### src/rtl/cpu_pkg.sv
// Shared opcode constants, sequencer states and control bundles
// for the hard-wired control unit.
package cpu_pkg;

  localparam logic [4:0] OP_LD   = 5'b00000;
  localparam logic [4:0] OP_LDI  = 5'b00001;
  localparam logic [4:0] OP_ST   = 5'b00010;
  localparam logic [4:0] OP_ADD  = 5'b00011;
  localparam logic [4:0] OP_SUB  = 5'b00100;
  localparam logic [4:0] OP_SHR  = 5'b00101;
  localparam logic [4:0] OP_SHL  = 5'b00110;
  localparam logic [4:0] OP_ROR  = 5'b00111;
  localparam logic [4:0] OP_ROL  = 5'b01000;
  localparam logic [4:0] OP_AND  = 5'b01001;
  localparam logic [4:0] OP_OR   = 5'b01010;
  localparam logic [4:0] OP_ADDI = 5'b01011;
  localparam logic [4:0] OP_ANDI = 5'b01100;
  localparam logic [4:0] OP_ORI  = 5'b01101;
  localparam logic [4:0] OP_MUL  = 5'b01110;
  localparam logic [4:0] OP_DIV  = 5'b01111;
  localparam logic [4:0] OP_NEG  = 5'b10000;
  localparam logic [4:0] OP_NOT  = 5'b10001;
  localparam logic [4:0] OP_BR   = 5'b10010;
  localparam logic [4:0] OP_JR   = 5'b10011;
  localparam logic [4:0] OP_JAL  = 5'b10100;
  localparam logic [4:0] OP_IN   = 5'b10101;
  localparam logic [4:0] OP_OUT  = 5'b10110;
  localparam logic [4:0] OP_MFHI = 5'b10111;
  localparam logic [4:0] OP_MFLO = 5'b11000;
  localparam logic [4:0] OP_NOP  = 5'b11001;
  localparam logic [4:0] OP_HALT = 5'b11010;

  typedef enum logic [3:0] {
    S_RST, S_T0, S_T1, S_T2,
    S_E1, S_E2, S_E3, S_E4, S_E5,
    S_HALT
  } state_t;

  typedef enum logic [3:0] {
    C_NOP, C_R, C_IMM, C_NEG, C_LDI,
    C_LD, C_ST, C_BR, C_JR, C_JAL,
    C_MFHL, C_IN, C_OUT, C_MD, C_HALT
  } cls_t;

  typedef struct packed {
    logic ADD;
    logic SUB;
    logic MUL;
    logic DIV;
    logic SHR;
    logic SHL;
    logic ROR;
    logic ROL;
    logic AND;
    logic OR;
    logic NEGATE;
    logic NOT;
  } alu_t;

  typedef struct packed {
    logic PCout;
    logic MDRout;
    logic RZout;
    logic HILOout;
    logic INPUTout;
    logic Cout;
    logic BAout;
    logic Rout;
    logic Gra;
    logic Grb;
    logic Grc;
    logic PCin;
    logic IRin;
    logic RYin;
    logic RZin;
    logic MARin;
    logic MDRin;
    logic HILOin;
    logic CONin;
    logic OUTPUTin;
    logic Rin;
    logic Read;
    logic Write;
    logic IncPC;
    alu_t alu;
  } ctl_t;

  // Number of execute steps after fetch for each class.
  function automatic logic [2:0] e_count(cls_t c);
    case (c)
      C_R, C_IMM, C_LDI, C_MD: e_count = 3'd3;
      C_NEG, C_JAL:            e_count = 3'd2;
      C_LD, C_ST:              e_count = 3'd5;
      C_BR:                    e_count = 3'd4;
      C_JR, C_MFHL:            e_count = 3'd1;
      C_IN, C_OUT:             e_count = 3'd1;
      default:                 e_count = 3'd0;
    endcase
  endfunction

endpackage

### src/rtl/opcode_class_decode.sv
// Opcode to {instruction class, ALU one-hot}.
// mul/div decode only when CU_MULDIV_EN is defined.
module opcode_class_decode
  import cpu_pkg::*;
(
  input  logic [4:0]  op_i,
  output logic [3:0]  cls_o,
  output logic [11:0] alu_o
);

  cls_t cls;
  alu_t alu;

  always_comb begin
    cls = C_NOP;
    alu = '0;
    case (op_i)
      OP_LD:   cls = C_LD;
      OP_LDI:  cls = C_LDI;
      OP_ST:   cls = C_ST;
      OP_ADD:  begin cls = C_R; alu.ADD = 1'b1; end
      OP_SUB:  begin cls = C_R; alu.SUB = 1'b1; end
      OP_SHR:  begin cls = C_R; alu.SHR = 1'b1; end
      OP_SHL:  begin cls = C_R; alu.SHL = 1'b1; end
      OP_ROR:  begin cls = C_R; alu.ROR = 1'b1; end
      OP_ROL:  begin cls = C_R; alu.ROL = 1'b1; end
      OP_AND:  begin cls = C_R; alu.AND = 1'b1; end
      OP_OR:   begin cls = C_R; alu.OR = 1'b1; end
      OP_ADDI: begin cls = C_IMM; alu.ADD = 1'b1; end
      OP_ANDI: begin cls = C_IMM; alu.AND = 1'b1; end
      OP_ORI:  begin cls = C_IMM; alu.OR = 1'b1; end
`ifdef CU_MULDIV_EN
      OP_MUL:  begin cls = C_MD; alu.MUL = 1'b1; end
      OP_DIV:  begin cls = C_MD; alu.DIV = 1'b1; end
`else
      OP_MUL, OP_DIV: cls = C_NOP;
`endif
      OP_NEG:  begin cls = C_NEG; alu.NEGATE = 1'b1; end
      OP_NOT:  begin cls = C_NEG; alu.NOT = 1'b1; end
      OP_BR:   cls = C_BR;
      OP_JR:   cls = C_JR;
      OP_JAL:  cls = C_JAL;
      OP_IN:   cls = C_IN;
      OP_OUT:  cls = C_OUT;
      OP_MFHI, OP_MFLO: cls = C_MFHL;
      OP_HALT: cls = C_HALT;
      default: cls = C_NOP;
    endcase
  end

  assign cls_o = cls;
  assign alu_o = alu;

endmodule

### src/rtl/control_unit.sv
// Hard-wired fetch/execute sequencer driving the datapath strobes.
// Define CU_MULDIV_EN to decode mul/div; otherwise they run as nop.
module control_unit
  import cpu_pkg::*;
#(
  parameter int BITS = 32
) (
  input  logic            clk,
  input  logic            reset,
  input  logic [BITS-1:0] IRVal,
  input  logic            CON,
  input  logic            Stop,
  output logic            PCout,
  output logic            MDRout,
  output logic            RZout,
  output logic            HILOout,
  output logic            INPUTout,
  output logic            Cout,
  output logic            BAout,
  output logic            Rout,
  output logic            Gra,
  output logic            Grb,
  output logic            Grc,
  output logic            PCin,
  output logic            IRin,
  output logic            RYin,
  output logic            RZin,
  output logic            MARin,
  output logic            MDRin,
  output logic            HILOin,
  output logic            CONin,
  output logic            OUTPUTin,
  output logic            Rin,
  output logic            Read,
  output logic            Write,
  output logic            IncPC,
  output logic            ADD,
  output logic            SUB,
  output logic            MUL,
  output logic            DIV,
  output logic            SHR,
  output logic            SHL,
  output logic            ROR,
  output logic            ROL,
  output logic            AND,
  output logic            OR,
  output logic            NEGATE,
  output logic            NOT,
  output logic            Run
);

  state_t      state_q;
  logic [4:0]  op_q;
  logic [4:0]  dec_op;
  logic [3:0]  cls_raw;
  logic [11:0] alu_raw;
  cls_t        cls;
  alu_t        alu;
  logic [2:0]  ecnt;
  logic [2:0]  estep;
  logic        last;
  ctl_t        c;
  logic        unused_ir;

  assign unused_ir = ^IRVal[BITS-6:0];

  // During T2 the class comes straight from IR; afterwards from op_q.
  assign dec_op = (state_q == S_T2) ? IRVal[BITS-1:BITS-5] : op_q;

  opcode_class_decode u_dec (
    .op_i  (dec_op),
    .cls_o (cls_raw),
    .alu_o (alu_raw)
  );

  assign cls  = cls_t'(cls_raw);
  assign alu  = alu_raw;
  assign ecnt = e_count(cls);

  always_comb begin
    estep = 3'd0;
    case (state_q)
      S_E1:    estep = 3'd1;
      S_E2:    estep = 3'd2;
      S_E3:    estep = 3'd3;
      S_E4:    estep = 3'd4;
      S_E5:    estep = 3'd5;
      default: estep = 3'd0;
    endcase
  end

  assign last = (estep != 3'd0) && (estep == ecnt);

  always_ff @(posedge clk) begin
    if (!reset) begin
      state_q <= S_RST;
      op_q    <= OP_NOP;
    end else begin
      case (state_q)
        S_RST: state_q <= S_T0;
        S_T0:  state_q <= S_T1;
        S_T1:  state_q <= S_T2;
        S_T2: begin
          op_q <= IRVal[BITS-1:BITS-5];
          if (cls == C_HALT)
            state_q <= S_HALT;
          else if (ecnt == 3'd0)
            state_q <= Stop ? S_HALT : S_T0;
          else
            state_q <= S_E1;
        end
        S_E1, S_E2, S_E3, S_E4, S_E5: begin
          if (last)
            state_q <= Stop ? S_HALT : S_T0;
          else
            state_q <= state_t'(state_q + 4'd1);
        end
        S_HALT:  state_q <= S_HALT;
        default: state_q <= S_RST;
      endcase
    end
  end

  always_comb begin
    c = '0;
    case (state_q)
      S_T0: begin
        c.PCout = 1'b1; c.MARin = 1'b1;
        c.IncPC = 1'b1; c.RZin = 1'b1;
      end
      S_T1: begin
        c.RZout = 1'b1; c.PCin = 1'b1;
        c.Read = 1'b1; c.MDRin = 1'b1;
      end
      S_T2: begin c.MDRout = 1'b1; c.IRin = 1'b1; end
      S_E1: case (cls)
        C_R, C_IMM: begin
          c.Grb = 1'b1; c.Rout = 1'b1; c.RYin = 1'b1;
        end
        C_NEG: begin
          c.Grb = 1'b1; c.Rout = 1'b1;
          c.alu = alu; c.RZin = 1'b1;
        end
        C_LDI, C_LD, C_ST: begin
          c.Grb = 1'b1; c.BAout = 1'b1; c.RYin = 1'b1;
        end
        C_BR: begin
          c.Gra = 1'b1; c.Rout = 1'b1; c.CONin = 1'b1;
        end
        C_JR: begin
          c.Gra = 1'b1; c.Rout = 1'b1; c.PCin = 1'b1;
        end
        C_JAL: begin
          c.PCout = 1'b1; c.Grb = 1'b1; c.Rin = 1'b1;
        end
        C_MFHL: begin
          c.HILOout = 1'b1; c.Gra = 1'b1; c.Rin = 1'b1;
        end
        C_IN: begin
          c.INPUTout = 1'b1; c.Gra = 1'b1; c.Rin = 1'b1;
        end
        C_OUT: begin
          c.Gra = 1'b1; c.Rout = 1'b1; c.OUTPUTin = 1'b1;
        end
        C_MD: begin
          c.Gra = 1'b1; c.Rout = 1'b1; c.RYin = 1'b1;
        end
        default: ;
      endcase
      S_E2: case (cls)
        C_R: begin
          c.Grc = 1'b1; c.Rout = 1'b1;
          c.alu = alu; c.RZin = 1'b1;
        end
        C_IMM: begin
          c.Cout = 1'b1; c.alu = alu; c.RZin = 1'b1;
        end
        C_NEG: begin
          c.RZout = 1'b1; c.Gra = 1'b1; c.Rin = 1'b1;
        end
        C_LDI, C_LD, C_ST: begin
          c.Cout = 1'b1; c.alu.ADD = 1'b1; c.RZin = 1'b1;
        end
        C_BR: begin c.PCout = 1'b1; c.RYin = 1'b1; end
        C_JAL: begin
          c.Gra = 1'b1; c.Rout = 1'b1; c.PCin = 1'b1;
        end
        C_MD: begin
          c.Grb = 1'b1; c.Rout = 1'b1;
          c.alu = alu; c.RZin = 1'b1;
        end
        default: ;
      endcase
      S_E3: case (cls)
        C_R, C_IMM, C_LDI: begin
          c.RZout = 1'b1; c.Gra = 1'b1; c.Rin = 1'b1;
        end
        C_LD, C_ST: begin c.RZout = 1'b1; c.MARin = 1'b1; end
        C_BR: begin
          c.Cout = 1'b1; c.alu.ADD = 1'b1; c.RZin = 1'b1;
        end
        C_MD: begin c.RZout = 1'b1; c.HILOin = 1'b1; end
        default: ;
      endcase
      S_E4: case (cls)
        C_LD: begin c.Read = 1'b1; c.MDRin = 1'b1; end
        C_ST: begin
          c.Gra = 1'b1; c.Rout = 1'b1; c.MDRin = 1'b1;
        end
        C_BR: begin c.RZout = 1'b1; c.PCin = CON; end
        default: ;
      endcase
      S_E5: case (cls)
        C_LD: begin
          c.MDRout = 1'b1; c.Gra = 1'b1; c.Rin = 1'b1;
        end
        C_ST: c.Write = 1'b1;
        default: ;
      endcase
      default: ;
    endcase
  end

  assign {PCout, MDRout, RZout, HILOout, INPUTout, Cout,
          BAout, Rout, Gra, Grb, Grc, PCin, IRin, RYin,
          RZin, MARin, MDRin, HILOin, CONin, OUTPUTin,
          Rin, Read, Write, IncPC,
          ADD, SUB, MUL, DIV, SHR, SHL, ROR, ROL,
          AND, OR, NEGATE, NOT} = c;

  assign Run = (state_q != S_RST) && (state_q != S_HALT);

endmodule

### config.mk
export PLATFORM = sky130hd
export DESIGN_NAME = control_unit
export DESIGN_NICKNAME = d
export VERILOG_FILES = /design/src/rtl/cpu_pkg.sv /design/src/rtl/opcode_class_decode.sv /design/src/rtl/control_unit.sv
export SDC_FILE = /design/constraint.sdc
export NUM_CORES = 1
export LEC_CHECK = 0
export CORE_ASPECT_RATIO = 2
export CORE_MARGIN = 5
export CORE_UTILIZATION = 50
export DETAILED_ROUTE_END_ITERATION = 6
export HOLD_SLACK_MARGIN = 0.06
export PLACE_DENSITY = 0.83
export SLEW_MARGIN = 0
export SYNTH_ARGS = -nofsm -noshare
export SYNTH_HDL_FRONTEND = slang
export SYNTH_SLANG_ARGS = --single-unit
### constraint.sdc
create_clock -name clk -period 8.1 [get_ports clk]
set_input_delay 2.43 -clock clk [delete_from_list [all_inputs] [get_ports clk]]
set_output_delay 2.43 -clock clk [all_outputs]
set_load 0.01 [all_outputs]
==> results by group, run 1 <==
Timing
  • Max Slew Vio Count: 0
  • Final min period: 8000 ps
  • Min Hold Slack: 722 ps
  • FMAX: 125 MHz
  • Final worst setup slack: 97.9 ps
  • RSZ-0062 raised after global routing: false
  • Final setup fails: 0
  • Clock Skew: 1.24 ps
  • Final hold vios: 0
  • Final TNS setup: 0 ps
  • Slew @ Worst Pin: around 830 ps
  • Slew HR: 44.4%
  • Tcrit/Tclk final: 98.8%

Pwr
  • Total power: 412 µW
  • PwrDens: 163 nW/µm²
  • Leakage: 0.957 nW
  • Max VDD drop: 0.174 mV

Finish
  • Fin area: 2530 µm²
  • Antenna diode count: 0
  • Final core occ: around 62%
  • Layout Cells excl Fill: 382
  • Share of layout cells above drive strength 1: 16.1%
  • # nets final: 373
  • Area grow syn2layout: 21.2%

CTS
  • CTS tree: built
  • H-tree depth: 1
  • Postcts setup bufs: 0
  • CTS Sinks: 9
  • Clock transition at path regs: about 40 ps
  • CTS buffer count: 3
  • Clock Tree Root: clkbuf_8
  • Clk_lat worst skew: 230 ps
  • Clock tree buffer depth: 2

Global routing
  • Overall Global Routing Usage: 25.3%
  • First-pass GRT wire length: 11700 µm
  • Vias in the first global route: 2406
  • Initial antenna violation count: 0
  • Overflow after GRT: 0
  • Pin count of the biggest net entering global routing: 34

Logic synthesis
  • Synth warnings: 0
  • Post-synth cell types: 73
  • Post-synthesis mux area share: 8.97%
  • Synth Area in Adders: 4.55%
  • Synth Area in Simple Gates: 39.2%
  • Syn avg cell area: 7.29 µm²
  • Xor and xnor area share after synthesis: 0.837%
  • Yosys top cell area share: 8.61%
  • Top cells by area, synth: dfxtp_1 (8.6%), nand2_1 (5.9%), nor2_1 (4.7%)
  • Synth Area in Compound Gates: 24.5%
  • Top-count cell post-synth: nand2_1
  • Syn Inst Count: 287
  • Post-synth top cells: nand2_1 (33), nor2_1 (26), nor3_1 (14)
  • Top FF cell, synth: dfxtp_1
  • Yosys reg bits: 9
  • EDFF count, synth: 0
  • Post-synthesis async set-or-reset flop share: 0%
  • Yosys top cell by area: dfxtp_1
  • Sequential area share after synthesis: 8.61%
  • Mapped Area: 2090 µm²
  • Largest family of logic cells by synthesized area: simple AND/OR/NAND/NOR gates

Placement
  • Placer Congestion: approximately 1.1
  • Cells after DPL: approximately 380
  • Dpl ws: 194 ps
  • Hpwl dp: 5650 µm
  • Area post-placement: 2490 µm²
  • # port buffers: 42

Critical path
  • Startpoint Class: primary input
  • Reg2reg start: state_q[1]$_SDFF_PN0_
  • Worst Path Max Fanout: 9
  • Critical path endpoint category: output pin
  • Setup crit start: IRVal[29]
  • CP Data Arrival Time: ~5600 ps
  • Crit Path Category: in -> out
  • CP Data Required Time: 5670 ps

Routing
  • Number of routed nets with antenna violations: 0
  • First-pass DRT Iterations: 5
  • DRC viols: 0
  • Final wirelength: 7260 µm
  • Vias/cell: about 6.4
  • Initial DRC Count: 151
  • Avg WL per Cell: 19.0 µm
  • Total number of vias: around 2400

Hold path
  • HP Class: reg -> reg
  • HP Start: state_q[1]$_SDFF_PN0_

Die
  • Ports: 73
  • Starting density of the core: 51.2%
  • Core area: 4090 µm²
  • Die X: ~56 µm
  • Die area: 5660 µm²
  • Die H: 101 µm
  • Site row count: 33

Flow run
  • Maxcap violations: 0

Run status
  • Status: finished clean
[state kept, by name, indices dropped and copies added (netlist names)]
register	flops
state_q	4
op_q	5
[power by group]
part | internal [mW] | switching, mW
Clock | 0.0342 | 0.0172
Combinational | 0.130 | 0.166
Sequential | 0.0509 | 0.0136
Total | 0.215 | 0.197
[cells in the final DEF (no fill, tap or decap), types with 3 or more instances in the layout]
| master | netlist | final |
|---|---|---|
| conb_1 | 1 | 3 |
| ha_1 | 6 | 6 |
| nand3_1 | 12 | 12 |
| o211ai_1 | 3 | 3 |
| dfxtp_1 | 9 | 9 |
| a31oi_1 | 3 | 3 |
| nand4_1 | 11 | 11 |
| nor3b_1 | 6 | 6 |
| nor2_1 | 26 | 26 |
| clkdlybuf4s50_1 | 0 | 42 |
| mux2_4 | 3 | 3 |
| buf_4 | 7 | 18 |
| nand3b_1 | 7 | 7 |
| nor3_1 | 14 | 14 |
| nor2b_1 | 10 | 9 |
| or2_2 | 4 | 4 |
| a21o_1 | 5 | 5 |
| o21ai_0 | 13 | 13 |
| o22ai_1 | 4 | 4 |
| inv_1 | 6 | 6 |
| a21oi_1 | 13 | 13 |
| nor4b_1 | 4 | 4 |
| mux2i_2 | 3 | 3 |
| nand2_1 | 33 | 33 |
| and2_1 | 3 | 3 |
| o21a_1 | 3 | 3 |
| nand2b_1 | 4 | 4 |
| mux2i_1 | 9 | 9 |
| clkbuf_8 | 3 | 3 |
[layer usage]
metal / part of all wire [%] / vias to the layer above / track usage [%] / routed length (µm)
met5: 0 / - / 0 / 0
met4: 7.2 / 0 / 17.8 / 522
met3: 5.9 / 43 / 2.81 / 428
met2: 50 / 137 / 45.1 / 3630
met1: 37 / 1128 / 27.5 / 2680
li1: - / 1141 / - / -
[final timing paths]
check | end | slack, ps | cells past startpoint
worst max-delay path | RZout | 100 | 11
worst min-delay path | state_q[3]$_SDFF_PN0_ | 720 | 4
worst max register to register | state_q[3]$_SDFF_PN0_ | 3670 | 14
worst min register to register | state_q[3]$_SDFF_PN0_ | 720 | 4
[area by class of cell]
| type | count | area (µm²) |
|---|---|---|
| repair buffers | 60 | 556 |
| well taps | 52 | 65.1 |
| multi-input cells | 249 | 1650 |
| clock buffers | 4 | 45.0 |
| inverters | 8 | 42.5 |
| flip-flops and latches | 9 | 180 |
| fillers | 371 | 1550 |
[timing repair]
action	CTS	global route
endpoints found under the hold margin	0	0
resized for setup	0	1
hold buffers	0	0
setup endpoints to repair	0	1
[worst max-delay path, stage by stage]
cell,delay (ps)
clkdlybuf4s50_1,610
mux2i_1,530
nor3_1,150
a211oi_2,290
ha_1,220
a22oi_1,90
nor2_1,230
nor2_1,100
a211o_2,330
nand2_1,60
clkdlybuf4s50_1,540
[cells by family after synthesis]
kind of cell             Yosys count
AO/OA/AOI/OAI                     71
XOR/XNOR                           2
AND/OR/NAND/NOR                  149
other                              1
buffers and inverters             31
multiplexers                      16
adder cells (fa/ha/maj)            8
flip-flops                         9
(Power assumes the default switching activity.)
==> inputs of run 2 (changes only) <==
- CORE_UTILIZATION: 50 -> 47
- PLACE_DENSITY: 0.83 -> 0.79
- TNS_END_PERCENT: unset -> 50
- clock period: 8.1 -> 7.53 ns (I/O delays scaled with it)
==> results by group, run 2 (synthesized netlist as in run 1, its figures left out) <==
Critical path
  • CP Data Required Time: 5270 ps (-400 ps)
  • Critical-path cell list: clkdlybuf4s50_1 > mux2i_1 > nor3_1 > a211oi_2 > ha_1 > buf_4 > inv_1 > nor3b_1 > o21bai_1 > and4bb_1 > nand3b_1 > clkdlybuf4s50_1
  • Startpoint Class: primary input
  • CP most frequent cell: clkdlybuf4s50_1
  • Slowest cell delay on critical path: 550 ps (-60 ps)
  • CP Data Arrival Time: 5110 ps (-460 ps)
  • Crit Path Category: in -> out
  • Critical path endpoint category: output pin
  • Reg2Reg Setup Slack: 3070 ps (-600 ps)
  • CP max-delay cell: clkdlybuf4s50_1
  • Worst Path Max Fanout: 4 (-5)

Finish
  • Biggest regs: op_q x5, state_q x4
  • Share of layout cells above drive strength 1: 18.2% (+2.1 points)
  • Area grow syn2layout: 24.2%
  • Final core occ: 59.9% (-2.2 points)
  • Filler Cell Count: 427 (+15%)
  • Commonest non-fill, non-tap cells in the layout: clkdlybuf4s50_1 (39), nand2_1 (33), nor2_1 (25), buf_4 (24), nor3_1 (14)
  • Top reg by flops: op_q
  • Reg area: 180 µm² (unchanged)
  • Multi-input gate area: 1650 µm² (+0.46%)
  • Commonest non-fill, non-tap cell in the layout: clkdlybuf4s50_1
  • Antenna diode count: 0 (unchanged)
  • # nets final: 379 (+1.6%)
  • Layout Cells excl Fill: 390 (+2.1%)
  • Largest register FFs: 5 (unchanged)

Timing
  • Tcrit/Tclk final: 97.9%
  • Final setup fails: 0 (unchanged)
  • Slew HR: 54.3% (+9.9 points)
  • FMAX: 136 MHz
  • Slew @ Worst Pin: 675 ps (-157 ps)
  • Final TNS setup: 0 ps (unchanged)
  • RSZ-0062 raised after global routing: false
  • Final hold vios: 0 (unchanged)
  • Max Slew Vio Count: 0 (unchanged)
  • Final min period: 7370 ps
  • Clock Skew: 2.00 ps (+0.769 ps)

Global routing
  • Pin count of the biggest net entering global routing: 34 (unchanged)
  • Met1 usage: 26.1% (-1.4 points)
  • Vias in the first global route: 2553 (+6.1%)
  • Overall Global Routing Usage: 24.6% (-0.68 points)
  • Global route hottest layer: met2
  • Met3 Resource Use GR: 3.23% (+0.42 points)
  • Met2 Resource Use GR: 45.1% (about the same)
  • Initial antenna violation count: 0 (unchanged)
  • Overflow after GRT: 0 (unchanged)
  • First-pass GRT wire length: 12100 µm (+3.8%)

Hold path
  • HP Class: reg -> reg

Routing
  • Initial DRC Count: 106 (-30%)
  • First-pass DRT Iterations: 4 (-1)
  • Vias/cell: 6.20 (-3.3%)
  • DRC viols: 0 (unchanged)
  • Total number of vias: 2418 (-1.3%)
  • Number of routed nets with antenna violations: 0 (unchanged)
  • Avg WL per Cell: 18.9 µm (-0.84%)
  • Final wirelength: 7350 µm (+1.2%)

Die
  • Site row count: 34 (+3.0%)
  • Die X: 57.2 µm (+2.6%)
  • Die area: 5970 µm² (+5.5%)
  • Ports: 73 (unchanged)
  • Core area: 4340 µm² (+6.2%)
  • Die H: 104 µm (+2.8%)
  • Starting density of the core: 48.2% (-3.0 points)

CTS
  • CTS tree: built
  • Clock tree buffer depth: 2 (unchanged)
  • Clock Tree Root: clkbuf_8
  • CTS Sinks: 9 (unchanged)
  • CTS buffer count: 3 (unchanged)
  • Clock transition at path regs: 40 ps (about the same)
  • Clk_lat worst skew: 230 ps (about the same)
  • H-tree depth: 1 (unchanged)

Pwr
  • Leakage: 1.02 nW (+6.1%)
  • PwrDens: 174 nW/µm² (+6.8%)
  • Max VDD drop: 0.170 mV (-2.2%)

Run status
  • Status: finished clean

Placement
  • Hpwl dp: 5830 µm (+3.3%)
  • # port buffers: 42 (unchanged)
  • Cells after DPL: 386 (+2.1%)
  • Placer Congestion: 0.980 (-8.4%)

Flow run
  • Maxcap violations: 0 (unchanged)
## run 2: changes by cell type in the layout (fill, tap and decap cells not counted)
cell             delta
buf_4               +6
clkdlybuf4s50_1     -3
dlymetal6s2s_1      +3
a22oi_1             -1
a22oi_2             +1
nor2_1              -1
nor2_2              +1
## run 2: worst paths after layout
kind,from,end,cells after the start
worst min-delay path,state_q[1]$_SDFF_PN0_,state_q[3]$_SDFF_PN0_,4
worst max-delay path,IRVal[29],Gra,12
worst max register to register,state_q[1]$_SDFF_PN0_,state_q[3]$_SDFF_PN0_,16
worst min register to register,state_q[1]$_SDFF_PN0_,state_q[3]$_SDFF_PN0_,4
## run 2: metal layers
layer	routed length, µm	share of wire, %	vias up
met3	336	4.6	28
met4	384	5.2	0
li1	-	-	1155
met5	0	0	-
met1	2680	36	1135
met2	3950	54	100
## run 2: where the power goes
part	total [mW]	switching [mW]	internal, mW
logic	0.328	0.181	0.146
registers	0.0697	0.0149	0.0548
clock network	0.0539	0.0172	0.0367
total	0.451	0.213	0.238
## run 2: critical path: cells and delay by family
| family | cells | cell delay (ps) |
|---|---|---|
| AND/OR/NAND/NOR | 4 | 660 |
| buffers and inverters | 4 | 1180 |
| AO/OA/AOI/OAI | 2 | 340 |
| multiplexers | 1 | 440 |
| adder cells (fa/ha/maj) | 1 | 230 |
## run 2: area by class of cell
type                       instances  share of cell area [%]
timing repair buffer              66                    23.4
tap                               54                    2.60
sequential                         9                    6.94
inverter                           8                    1.64
clock buffer                       4                    1.73
multi-input combinational        249                    63.7
## run 2: stage by stage
step | setup slack (ps) | total power [mW] | instance area (µm²) | hold WS (ps)
2_1_floorplan | 1010 | 0.279 | 2100 | 659
3_3_place_gp | 105 | 0.384 | 2530 | 686
3_5_place_dp | 61.0 | 0.389 | 2530 | 716
4_1_cts | 52.1 | 0.446 | 2580 | 730
5_1_grt | 5.53 | 0.484 | 2600 | 759
6_report | 159 | 0.451 | 2600 | 742
## run 2: timing repair
action,CTS,global route
hold buffers,0,0
setup endpoints to repair,0,7
buffers inserted,0,0
resized for setup,0,6
